**src/rtl/jtoutrun_rdarb_pkg.sv**
```systemverilog
// Shared types and default widths for the road-ROM read arbiter.
package jtoutrun_rdarb_pkg;
  localparam int AW_DEF = 14;
  localparam int DW_DEF = 16;

  typedef enum logic [1:0] {IDLE, SETTLE, WAIT} state_t;
endpackage

```
**src/rtl/jtoutrun_rdarb_buf.sv**
```systemverilog
// Single-entry line buffer: last fetched word, its tag and a valid bit, with hit compare.
module jtoutrun_rdarb_buf
  import jtoutrun_rdarb_pkg::*;
#(
  parameter int AW = AW_DEF,
  parameter int DW = DW_DEF
)(
  input  logic          clk,
  input  logic          rst_n,
  input  logic          flush,
  input  logic          fill,
  input  logic [AW-1:0] fill_addr,
  input  logic [DW-1:0] fill_data,
  input  logic          cs,
  input  logic [AW-1:0] addr,
  output logic [DW-1:0] data,
  output logic          ok,
  output logic          pend
);
  logic [AW-1:0] tag;
  logic          valid;

  always_ff @(posedge clk or negedge rst_n) begin
    if (!rst_n) begin
      tag   <= '0;
      data  <= '0;
      valid <= 1'b0;
    end else begin
      if (fill) begin
        tag  <= fill_addr;
        data <= fill_data;
      end
      // flush wins over a fill landing on the same edge
      valid <= flush ? 1'b0 : (fill | valid);
    end
  end

  assign ok   = cs & valid & (tag == addr);
  assign pend = cs & ~ok;
endmodule

```
**src/rtl/jtoutrun_rdarb.sv**
```systemverilog
// Two-requester road ROM arbiter sharing one SDRAM slot.
// Optional hit/fetch statistics when JTOUTRUN_RDARB_STATS_EN is defined.
module jtoutrun_rdarb
  import jtoutrun_rdarb_pkg::*;
#(
  parameter int AW     = AW_DEF,
  parameter int DW     = DW_DEF,
  parameter int SETTLE = 1
)(
  input  logic          clk,
  input  logic          rst_n,
  input  logic          flush,
  input  logic          rom0_cs,
  input  logic [AW-1:0] rom0_addr,
  output logic [DW-1:0] rom0_data,
  output logic          rom0_ok,
  input  logic          rom1_cs,
  input  logic [AW-1:0] rom1_addr,
  output logic [DW-1:0] rom1_data,
  output logic          rom1_ok,
  output logic          sdram_cs,
  output logic [AW-1:0] sdram_addr,
  input  logic [DW-1:0] sdram_data,
  input  logic          sdram_ok
`ifdef JTOUTRUN_RDARB_STATS_EN
  ,
  input  logic          hs,
  input  logic [1:0]    st_addr,
  output logic [7:0]    st_dout
`endif
);
  localparam int NUM_LANES = 2;

  logic [NUM_LANES-1:0]         cs_v, ok_v, pend_v, fill_v;
  logic [NUM_LANES-1:0][AW-1:0] addr_v;
  logic [NUM_LANES-1:0][DW-1:0] data_v;

  state_t        state, state_nx;
  logic [1:0]    cnt, cnt_nx;
  logic          grant, grant_nx, last_grant, lg_nx, cs_nx;
  logic [AW-1:0] addr_nx;

  assign cs_v   = {rom1_cs, rom0_cs};
  assign addr_v = {rom1_addr, rom0_addr};

  generate
    for (genvar i = 0; i < NUM_LANES; i++) begin : g_lane
      jtoutrun_rdarb_buf #(.AW(AW), .DW(DW)) u_lbuf (
        .clk       (clk),
        .rst_n     (rst_n),
        .flush     (flush),
        .fill      (fill_v[i]),
        .fill_addr (sdram_addr),
        .fill_data (sdram_data),
        .cs        (cs_v[i]),
        .addr      (addr_v[i]),
        .data      (data_v[i]),
        .ok        (ok_v[i]),
        .pend      (pend_v[i])
      );
    end
  endgenerate

  assign rom0_data = data_v[0];
  assign rom1_data = data_v[1];
  assign rom0_ok   = ok_v[0];
  assign rom1_ok   = ok_v[1];

  always_ff @(posedge clk or negedge rst_n) begin
    if (!rst_n) begin
      state      <= IDLE;
      cnt        <= '0;
      grant      <= 1'b0;
      last_grant <= 1'b0;
      sdram_cs   <= 1'b0;
      sdram_addr <= '0;
    end else begin
      state      <= state_nx;
      cnt        <= cnt_nx;
      grant      <= grant_nx;
      last_grant <= lg_nx;
      sdram_cs   <= cs_nx;
      sdram_addr <= addr_nx;
    end
  end

  always_comb begin
    state_nx = state;
    cnt_nx   = cnt;
    grant_nx = grant;
    lg_nx    = last_grant;
    cs_nx    = sdram_cs;
    addr_nx  = sdram_addr;
    fill_v   = '0;
    case (state)
      IDLE: if (|pend_v) begin
        grant_nx = (&pend_v) ? ~last_grant : pend_v[1];
        addr_nx  = addr_v[grant_nx];
        cs_nx    = 1'b1;
        cnt_nx   = 2'(SETTLE);
        state_nx = jtoutrun_rdarb_pkg::SETTLE;
      end
      // sdram_ok may still belong to the previous address here
      jtoutrun_rdarb_pkg::SETTLE: begin
        cnt_nx = cnt - 2'd1;
        if (cnt == 2'd1) state_nx = WAIT;
      end
      WAIT: if (sdram_ok) begin
        fill_v[grant]  = 1'b1;
        fill_v[~grant] = pend_v[~grant] & (addr_v[~grant] == sdram_addr);
        cs_nx    = 1'b0;
        lg_nx    = grant;
        state_nx = IDLE;
      end
      default: state_nx = IDLE;
    endcase
  end

`ifdef JTOUTRUN_RDARB_STATS_EN
  // Index order matches st_addr: hit0, fetch0, hit1, fetch1
  logic            hs_l;
  logic [3:0]      inc;
  logic [3:0][7:0] st_cnt, st_snap;

  assign inc = {fetch_ev(1'b1), ok_v[1], fetch_ev(1'b0), ok_v[0]};

  function automatic logic fetch_ev(input logic lane);
    return (state == IDLE) && (|pend_v) && (grant_nx == lane);
  endfunction

  always_ff @(posedge clk or negedge rst_n) begin
    if (!rst_n) begin
      hs_l    <= 1'b0;
      st_cnt  <= '0;
      st_snap <= '0;
    end else begin
      hs_l <= hs;
      if (hs && !hs_l) begin
        st_snap <= st_cnt;
        st_cnt  <= '0;
      end else begin
        for (int k = 0; k < 4; k++)
          if (inc[k] && st_cnt[k] != 8'hff) st_cnt[k] <= st_cnt[k] + 8'd1;
      end
    end
  end

  assign st_dout = st_snap[st_addr];
`endif
endmodule

```
**config.mk**
```make
export PLATFORM = sky130hd
export DESIGN_NAME = jtoutrun_rdarb
export DESIGN_NICKNAME = d
export VERILOG_FILES = /design/src/rtl/jtoutrun_rdarb_pkg.sv /design/src/rtl/jtoutrun_rdarb_buf.sv /design/src/rtl/jtoutrun_rdarb.sv
export SDC_FILE = /design/constraint.sdc
export NUM_CORES = 1
export LEC_CHECK = 0
export CAP_MARGIN = 20
export CORE_MARGIN = 10
export CORE_UTILIZATION = 25
export DETAILED_ROUTE_END_ITERATION = 8
export DONT_BUFFER_PORTS = 1
export PLACE_DENSITY = 0.38
export SLEW_MARGIN = 20
export SYNTH_ARGS = -nofsm -noshare
export SYNTH_HDL_FRONTEND = slang
export SYNTH_SLANG_ARGS = --single-unit
```
**constraint.sdc**
```tcl
create_clock -name clk -period 5.55 [get_ports clk]
set_clock_uncertainty 0.15 [all_clocks]
set_input_delay 0.2775 -clock clk [delete_from_list [all_inputs] [get_ports clk]]
set_output_delay 0.2775 -clock clk [all_outputs]
set_load 0.05 [all_outputs]
```
Word-level counts from Yosys, hierarchy flattened
Index checks and enable logic that the tools add are counted.

word-level totals
  output and inout bits = 49
  input port bits = 50
  logic and storage cells = 76
  register bits after elaboration = 83

cells by class
  muxes and demuxes = 24
  magnitude comparators = 5
  equality and inequality tests = 9
  add/subtract/negate cells = 1
  bitwise operators = 13
  reductions and logical operators = 12

operators by type and width
  operator             count
  $mux 14              4
  $eq 14x14->1         3
  $mux 2               5
  $mux 1               9
  $reduce_and 2->1     4
  $and 1x1->1          7
  $lt 1x2->1 const B   3
  $ne 2x2->1 const B   3
  $pmux 2 s3           1
  $reduce_and 3->1     2
  $eq 2x1->1 const B   2
  $not 1->1            4
  $pmux 2 s2           1
  $reduce_bool 2->1    2
  $bwmux 2             1
  $demux 1 s1          2
  $eq 2x2->1 const B   1
  $ge 1x1->1 const B   2
  $logic_and 1x1->1    2
  $logic_not 2->1      1
  $or 1x1->1           2
  $pmux 1 s2           1
  $reduce_or 2->1      1
  $sub 2x1->2 const B  1

Logic depth before layout (Yosys ltp)
Gate-level depths: netlist of run 1.

  depth in word-level cells = 12
  depth in mapped cells = 10
  mapped depth without buffers = 6

Modules after synthesis
From an unflattened synthesis of run 1, not the netlist that was laid out.

unflattened totals
  cells, all modules = 304
  area total of the unflattened synthesis = 3,918.8 µm²

by module, submodules not included
  module              seq. area each (µm²)  instances  area an instance (µm²)  cells an instance
  jtoutrun_rdarb_buf  775.7                 2          1,316.3                 88
  jtoutrun_rdarb      525.5                 1          1,286.2                 128

Least setup slack after synthesis of run 1
Ideal clock, no wire load.

  path kind = reg2out
  start point = reg g_lane[0].u_lbuf.tag[13]
  end point = out rom0_ok
  arrival = 2.590 ns
  stages on the path, launching flop included = 4
  path buffers = 0
  path slack = 2.533 ns
  path through = dfrtp_1 -> xor2_1 -> or4_1 -> nor4_1

between the ends
  cells in the longest elaborated chain, start to end = 2

ends and longest elaborated chain
  item                    RTL line                  text
  start, declared         jtoutrun_rdarb_buf.sv:20  logic [AW-1:0] tag;
  start signal, assigned  jtoutrun_rdarb_buf.sv:30  tag <= fill_addr;
  $eq 14x14->1            jtoutrun_rdarb_buf.sv:38  assign ok = cs & valid & (tag == addr);
  $and 1x1->1             jtoutrun_rdarb_buf.sv:38
  end, declared           jtoutrun_rdarb.sv:16      output logic rom0_ok,

No other way between the ends.

Worst setup path after layout of run 1
  start point = reg grant
  end point = reg g_lane[0].u_lbuf.data[12]

between the ends
  cells in the longest elaborated chain, start to end = 8
  elaborated cells on any way between the ends = 20
  classes of those cells = 4 x order compare; 1 x eq/ne; 11 x mux; 2 x bitwise; 2 x reduce/logical

ends and longest elaborated chain
  item                                             RTL line                  text
  start, declared                                  jtoutrun_rdarb.sv:40      logic grant, grant_nx, last_grant, lg_nx, cs_nx;
  start signal, assigned                           jtoutrun_rdarb.sv:80      grant <= grant_nx;
  branches (longest 5 deep; another with $mux 14)  -
  $bwmux 2 *                                       jtoutrun_rdarb.sv:110     fill_v[~grant] = pend_v[~grant] & (addr_v[~grant] == sdram_addr);
  $mux 2 *                                         jtoutrun_rdarb.sv:108     WAIT: if (sdram_ok) begin
  $mux 2 *                                         jtoutrun_rdarb.sv:95      case (state)
  end signal, assigned                             jtoutrun_rdarb_buf.sv:31  data <= fill_data;
  end, declared                                    jtoutrun_rdarb_buf.sv:16  output logic [DW-1:0] data,

Every way passes the cells marked *. The select of a mux whose other input is x is not followed.
A chain may end at the register's enable or synchronous reset.

==> Implementation_results.wiki, run 1 <==
{| class="wikitable"
! Metric !! Value
|-
| Half-perimeter wire length after placement || roughly 13000 um
|-
| Num Clock Sinks || between 80 and 90
|-
| Async set-reset flop share out of synthesis || between 90% and 100%
|-
| Top layer used by detailed routing || met4
|-
| Per-instance average area after synthesis || about 9.2 um2
|-
| Most instantiated cells after synthesis || 100 x sky130_fd_sc_hd__nand2_1, 83 x sky130_fd_sc_hd__dfrtp_1, 60 x sky130_fd_sc_hd__a221oi_1, 60 x sky130_fd_sc_hd__and3_1, 60 x sky130_fd_sc_hd__o311ai_0
|-
| Data arrival time of the worst path || ~3.4 ns
|-
| Worst slew margin relative to its limit || 34.2%
|-
| Time the final worst path needs with I/O delays and setup || around 3.3 ns
|-
| Synth Register Bits || 83
|-
| Std-Cell Rows || 55
|-
| DIE AREA || approximately 29000 um2
|-
| TritonCTS clock tree || yes
|-
| Most used flip-flop cell after synthesis || sky130_fd_sc_hd__dfrtp_1
|-
| Initial antenna violation count || 0
|-
| Post-detailed-route count of antenna-violating nets || 0
|-
| DR WL/cell || about 23 um
|-
| Slack of the worst reg-to-reg path || 2.23 ns
|-
| Endpoints failing setup || 0
|-
| Most frequent cell after synthesis || sky130_fd_sc_hd__nand2_1
|-
| Maxcap violations || 0
|-
| Leakage power || ~0.0025 uW
|-
| Cells after DPL || roughly 850
|-
| Routed wire length on met3 || about 1600 um
|-
| Buffer type at the clock tree root || sky130_fd_sc_hd__clkbuf_16
|-
| Post-route non-filler standard cell count || 890
|-
| Final period util || between 50% and 60%
|-
| Pre-Repair DR Iteration Count || 4
|-
| Total congestion overflow after global routing || 0
|-
| Final hold violations || 0
|-
| Data required time at the worst endpoint || about 5.6 ns
|-
| Post-Layout Inst Area || between 6000 and 7000 um2
|-
| Cell variety after synth || 36
|-
| Number of diodes || 0
|-
| Number of enable-type register cells in the synthesized netlist || 0
|-
| Area added between synthesis and finish || 13.3%
|-
| Area of the core || 22600 um2
|-
| Wire length of the first global-routing pass || 31200 um
|-
| Pin count of the biggest net entering global routing || around 100
|-
| Post-Synthesis Net Count || 672
|-
| Clock latency on the worst-skew pair || between 0.3 and 0.4 ns
|-
| Post-synth top area share || between 30% and 40%
|-
| Part of the Yosys area used for sequential elements || 36.4%
|-
| Clock transition at the registers of the reported paths || 0.07 ns
|-
| Top Ports || between 90 and 100
|-
| Worst Hold Slack || around 0.047 ns
|-
| Fraction of final layout cells with drive strength greater than 1 || 10.4%
|-
| Total placed instance area || just under 6000 um2
|-
| Timing startpoint of the critical path || grant
|-
| Highest achievable clock rate || 0.301 GHz
|-
| Pin slew with the least headroom to its limit || about 1 ns
|-
| Worst Hold Endpoint || sdram_addr[3]
|-
| GRT Overall Usage || roughly 14%
|-
| Cells taking the most area after synthesis || sky130_fd_sc_hd__dfrtp_1 36%, sky130_fd_sc_hd__a221oi_1 9.2%, sky130_fd_sc_hd__o311ai_0 9.2%
|-
| Final routed DRC violation total || 0
|-
| Routed length on met1 || 8420 um
|-
| Vias in the first global route || 4998
|-
| Outcome || finished, final reports clean
|-
| Initial cell density of the core || about a quarter
|-
| Startpoint class of the critical path || flip-flop
|-
| Netlist area before placement || 5700 um2
|-
| Cells after synthesis || 621
|-
| Count of pins over their slew limit || 0
|-
| Metal2 WL || between 9000 and 10000 um
|-
| Origin of the worst min-delay path || rom0_addr[3]
|-
| Detailed-route vias per instance || ~5.7
|-
| Drt total wl || 20500 um
|-
| VDD IR max || about 0.00014 V
|-
| Number of DRC markers in iteration 0 || between 300 and 400
|-
| Reg2reg start || grant
|-
| Setup TNS || 0 ns
|-
| Synthesis warning total || 0
|-
| Largest buffer count on any clock path || 2
|-
| Critical Path End Type || flip-flop
|-
| Cell accounting for the most synthesized area || sky130_fd_sc_hd__dfrtp_1
|-
| Worst Hold Path Cells || 2
|-
| Number of vias in the routed layout || roughly 5100
|-
| Number of buffers created by CTS || 9
|-
| Port-buffer cells || 0
|-
| Placer's final routability congestion estimate || 0.829
|-
| Level count of the clock H-tree || 3
|-
| Worst Reg2Reg Path Length in Cells || 7
|-
| Final nets || between 600 and 700
|-
| Worst hold-check path type || in -> reg
|-
| Power density cells || just over 500 nW/um2
|-
| Type of the setup path with the least slack || reg -> reg
|-
| Max Fanout on Critical Path || 98
|-
| Die height || roughly 170 um
|-
| Die X-Extent || 171 um
|-
| Critical R2R Capture || g_lane[0].u_lbuf.data[12]
|-
| Setup repair after global routing missed its margin || false
|-
| Post-cts resize count || 0
|}
-- power breakdown --
part           internal [uW]  switching, uW  total (uW)
Sequential               770            701        1470
Combinational            550            621        1170
Clock                    417            264         681
-- state kept, by name (all words and copies together) (netlist names) --
name	cells
g_lane.u_lbuf.data	32
g_lane.u_lbuf.tag	28
sdram_addr	14
cnt	2
g_lane.u_lbuf.valid	2
state	2
grant	1
last_grant	1
sdram_cs	1
-- worst max path at each step --
stage	endpoint	slack [ns]	cells past startpoint
finish	g_lane[0].u_lbuf.data[12]	2.23	7
global route	g_lane[1].u_lbuf.tag[3]	2.00	7
global placement	g_lane[0].u_lbuf.data[12]	1.89	6
detailed placement	g_lane[0].u_lbuf.data[6]	1.80	6
floorplan	rom0_ok	2.53	3
CTS	g_lane[0].u_lbuf.data[6]	1.76	6
-- cell usage in the layout, fill, tap and decap left out, types with 3 or more instances in the layout --
master | netlist | layout
sky130_fd_sc_hd__nand2_1 | 100 | 99
sky130_fd_sc_hd__xnor2_1 | 27 | 27
sky130_fd_sc_hd__mux2i_1 | 15 | 15
sky130_fd_sc_hd__and2_1 | 31 | 31
sky130_fd_sc_hd__dfrtp_1 | 83 | 82
sky130_fd_sc_hd__nor2_1 | 10 | 9
sky130_fd_sc_hd__xor2_1 | 15 | 15
sky130_fd_sc_hd__o311ai_0 | 60 | 60
sky130_fd_sc_hd__buf_4 | 2 | 7
sky130_fd_sc_hd__nand4_1 | 6 | 6
sky130_fd_sc_hd__dlygate4sd3_1 | 0 | 19
sky130_fd_sc_hd__mux2_2 | 19 | 19
sky130_fd_sc_hd__inv_1 | 5 | 5
sky130_fd_sc_hd__mux2_4 | 9 | 9
sky130_fd_sc_hd__a221oi_1 | 60 | 60
sky130_fd_sc_hd__nor2b_1 | 31 | 31
sky130_fd_sc_hd__and3_1 | 60 | 60
sky130_fd_sc_hd__clkinv_2 | 0 | 3
sky130_fd_sc_hd__clkbuf_16 | 0 | 9
sky130_fd_sc_hd__nor4_1 | 6 | 5
-- per-stage QoR --
stage / total power (uW) / util, % / worst slack [ns]
floorplan: 2300 / - / 2.53
global placement: 2590 / 26.1 / 1.89
detailed placement: 2630 / 26.1 / 1.80
CTS: 3360 / 28.5 / 1.76
global route: 3550 / 28.6 / 2.00
finish: 3320 / 28.6 / 2.23
-- per-layer routing --
| layer | up-vias | global-route usage [%] |
|---|---|---|
| met3 | 32 | 4.59 |
| met5 | - | 0 |
| li1 | 2312 | - |
| met1 | 2570 | 16.7 |
| met2 | 176 | 22.4 |
| met4 | 0 | 5.37 |
-- layout make-up --
type / instances / area [um2]
multi-input combinational: 472 / 3380
clock buffer: 11 / 253
sequential: 83 / 2080
tap: 285 / 357
fill: 2320 / 16100
inverter: 5 / 18.8
timing repair buffer: 29 / 302
clock inverter: 5 / 75.1
-- kinds of logic after synthesis --
family / share of synthesized area, %
buffers and inverters: 4.94
multiplexers: 8.75
flip-flops: 36.4
adder cells (fa/ha/maj): 0.219
XOR/XNOR: 6.45
AND/OR/NAND/NOR: 23.7
AO/OA/AOI/OAI: 19.5
-- worst max-delay path, cell delays in order, from the launching register on --
cell and delay, ns:
sky130_fd_sc_hd__dfrtp_4 0.84, sky130_fd_sc_hd__mux2i_1 0.30, sky130_fd_sc_hd__xnor2_1 0.08, sky130_fd_sc_hd__nor4_1 0.38
sky130_fd_sc_hd__nand4_1 0.41, sky130_fd_sc_hd__buf_6 0.31, sky130_fd_sc_hd__buf_12 0.23, sky130_fd_sc_hd__o311ai_0 0.43
-- timing repair --
| item | CTS | global route |
|---|---|---|
| buffers inserted | 0 | 0 |
| setup endpoints to repair | 0 | 0 |
| hold endpoints to repair | 118 | 0 |
| hold buffers | 20 | 0 |
(Power assumes the default switching activity.)
==> inputs of run 2 (changes only) <==
clock period = 3.4 ns   (was 5.55 ns; I/O delays follow)
==> Implementation_results.wiki, run 2 (synthesis gave the netlist of run 1 again) <==
{| class="wikitable"
! Metric !! Value
|-
| Outcome || finished, final reports clean (unchanged)
|-
| Power density cells || 809 nW/um2 (was 514 nW/um2)
|-
| Commonest cells after routing, fill and taps aside || 99 x sky130_fd_sc_hd__nand2_1, 82 x sky130_fd_sc_hd__dfrtp_1, 60 x sky130_fd_sc_hd__and3_1, 60 x sky130_fd_sc_hd__a221oi_1, 60 x sky130_fd_sc_hd__o311ai_0 (unchanged)
|-
| Origin of the worst min-delay path || sdram_ok (was rom0_addr[3])
|-
| Area of the core || 22600 um2 (unchanged)
|-
| Setup TNS || 0 ns (unchanged)
|-
| Area added between synthesis and finish || 19.0% (was 13.3%)
|-
| Pin count of the biggest net entering global routing || 84 (was 99)
|-
| Count of pins over their slew limit || 0 (unchanged)
|-
| Setup repair after global routing missed its margin || false (unchanged)
|-
| Detailed-route vias per instance || 5.56 (was 5.72)
|-
| Time the final worst path needs with I/O delays and setup || 3.25 ns (was 3.32 ns)
|-
| DIE AREA || 29300 um2 (unchanged)
|-
| Critical Path End Type || flip-flop (unchanged)
|-
| Timing startpoint of the critical path || g_lane[1].u_lbuf.tag[8] (was grant)
|-
| Crit-path leading delay family || buffers and inverters (was flip-flops)
|-
| Worst hold-check path type || in -> reg (unchanged)
|-
| Startpoint class of the critical path || flip-flop (unchanged)
|-
| Critical Path Max Stage Delay || 0.56 ns (was 0.84 ns)
|-
| Highest achievable clock rate || 0.308 GHz (was 0.301 GHz)
|-
| Setup repair bufs after CTS || 0 (unchanged)
|-
| Number of buffers created by CTS || 9 (unchanged)
|-
| Data arrival time of the worst path || 3.33 ns (was 3.39 ns)
|-
| Fraction of final layout cells with drive strength greater than 1 || 10.0% (was 10.4%)
|-
| Endpoints failing setup || 0 (unchanged)
|-
| Half-perimeter wire length after placement || 13100 um (about the same)
|-
| Initial cell density of the core || 25.3% (unchanged)
|-
| Slack of the worst reg-to-reg path || 0.15 ns (was 2.23 ns)
|-
| Total congestion overflow after global routing || 0 (unchanged)
|-
| TritonCTS clock tree || yes (unchanged)
|-
| Post-detailed-route count of antenna-violating nets || 0 (unchanged)
|-
| Pre-Repair DR Iteration Count || 5 (was 4)
|-
| Initial antenna violation count || 0 (unchanged)
|-
| Cell type of the slowest stage on the worst timing path || sky130_fd_sc_hd__dlygate4sd3_1 (was sky130_fd_sc_hd__dfrtp_4)
|-
| Num Clock Sinks || 83 (unchanged)
|-
| Clock latency on the worst-skew pair || 0.34 ns (was 0.35 ns)
|-
| Placer's final routability congestion estimate || 0.790 (was 0.829)
|-
| Largest Register || g_lane.u_lbuf.data (unchanged)
|-
| Max Fanout on Critical Path || 14 (was 98)
|-
| Type of the setup path with the least slack || reg -> reg (unchanged)
|-
| Final hold violations || 0 (unchanged)
|-
| Flip-flop count of the largest register after layout || 32 (unchanged)
|-
| Final nets || 685 (was 651)
|-
| Die height || 171 um (unchanged)
|-
| Number of vias in the routed layout || 5142 (was 5090)
|-
| Largest regs || g_lane.u_lbuf.data x32, g_lane.u_lbuf.tag x28, sdram_addr x14 (unchanged)
|-
| Data required time at the worst endpoint || 3.48 ns (was 5.62 ns)
|-
| Wire length of the first global-routing pass || 31600 um (was 31200 um)
|-
| Buffer type at the clock tree root || sky130_fd_sc_hd__clkbuf_16 (unchanged)
|-
| Reg2reg start || g_lane[1].u_lbuf.tag[8] (was grant)
|-
| Std-Cell Rows || 55 (unchanged)
|-
| CP cell instances || xnor2_1, nor4bb_1, nand4_1, o211ai_2, buf_4, mux2_2, dlygate4sd3_1, mux2_2 (was mux2i_1, xnor2_1, nor4_1, nand4_1, buf_6, buf_12, o311ai_0)
|-
| Final routed DRC violation total || 0 (unchanged)
|-
| Largest buffer count on any clock path || 2 (unchanged)
|-
| Die X-Extent || 171 um (unchanged)
|-
| Buf+Inv Stages, Crit Path || 2 (unchanged)
|-
| Number of fill cells || 2364 (was 2320)
|-
| VDD IR max || 0.000232 V (was 0.000136 V)
|-
| Overall power after layout || 5490 uW (was 3320 uW)
|-
| Drt total wl || 20700 um (was 20500 um)
|-
| Final period util || 95.6% (was 59.9%)
|-
| Cell mode on critical path || sky130_fd_sc_hd__mux2_2
|-
| Maxcap violations || 0 (unchanged)
|-
| Number of DRC markers in iteration 0 || 413 (was 370)
|-
| Level count of the clock H-tree || 3 (unchanged)
|-
| Port-buffer cells || 0 (unchanged)
|-
| Pin slew with the least headroom to its limit || 0.919 ns (was 0.982 ns)
|-
| Leakage power || 0.00265 uW (was 0.00251 uW)
|-
| DR WL/cell || 22.4 um (was 23.0 um)
|-
| Clock transition at the registers of the reported paths || 0.07 ns (about the same)
|-
| Vias in the first global route || 4961 (was 4998)
|-
| Most frequent standard cell in the layout excluding fill and tap cells || sky130_fd_sc_hd__nand2_1 (unchanged)
|-
| GRT Overall Usage || 14.0% (was 13.9%)
|-
| Worst slew margin relative to its limit || 38.4% (was 34.2%)
|-
| Number of diodes || 0 (unchanged)
|-
| Top Ports || 99 (unchanged)
|}
[run 2: routing by layer]
metal / global-route usage, % / wire length (um) / up-vias
li1: - / - / 2388
met1: 17.7 / 9000 / 2600
met2: 22.6 / 9990 / 134
met3: 3.76 / 1370 / 20
met4: 4.73 / 367 / 0
met5: 0 / 0 / -
[run 2: power by group]
group	switching [uW]	internal [uW]	leakage (uW)
Clock	441	633	0.000150
Combinational	1040	977	0.00168
Sequential	1140	1260	0.000814
[run 2: through the flow]
stage	instance area, um2	hold WS [ns]	utilization, %	worst slack (ns)	instances
6_report	6790	0.151	30.1	0.149	924
5_1_grt	6790	0.198	30.1	0.0485	924
2_1_floorplan	5700	-0.276	-	0.490	621
3_5_place_dp	5960	-0.270	26.4	0.406	858
4_1_cts	6790	0.132	30.1	0.138	924
3_3_place_gp	5960	-0.270	26.4	0.423	858
[run 2: cell type report]
type / instances / area, um2 / share of cell area [%]
Multi-Input combinational cell: 472 / 3370 / 49.6
Clock inverter: 1 / 30.0 / 0.442
Inverter: 5 / 18.8 / 0.277
Tap cell: 285 / 357 / 5.25
Timing Repair Buffer: 63 / 653 / 9.62
Clock buffer: 15 / 278 / 4.09
Sequential cell: 83 / 2080 / 30.7
[run 2: path summary, 6_finish.rpt]
| kind | to | cells past startpoint |
|---|---|---|
| min reg2reg | last_grant | 2 |
| min | g_lane[1].u_lbuf.tag[9] | 4 |
| max reg2reg | sdram_addr[13] | 8 |
| min in group asynchronous | g_lane[0].u_lbuf.data[12] | 2 |
| max in group asynchronous | grant | 2 |
| max | sdram_addr[13] | 8 |
[run 2: what timing repair did]
action / CTS / global route
endpoints found under the hold margin: 133 / 0
hold buffers: 50 / 0
gates resized for setup: 0 / 0
endpoints found under the setup margin: 0 / 0
[run 2: worst min-delay path: stages]
cell and delay, ns:
sky130_fd_sc_hd__inv_1 0.09, sky130_fd_sc_hd__nor2_4 0.12, sky130_fd_sc_hd__nand2_1 0.11, sky130_fd_sc_hd__o311ai_0 0.10
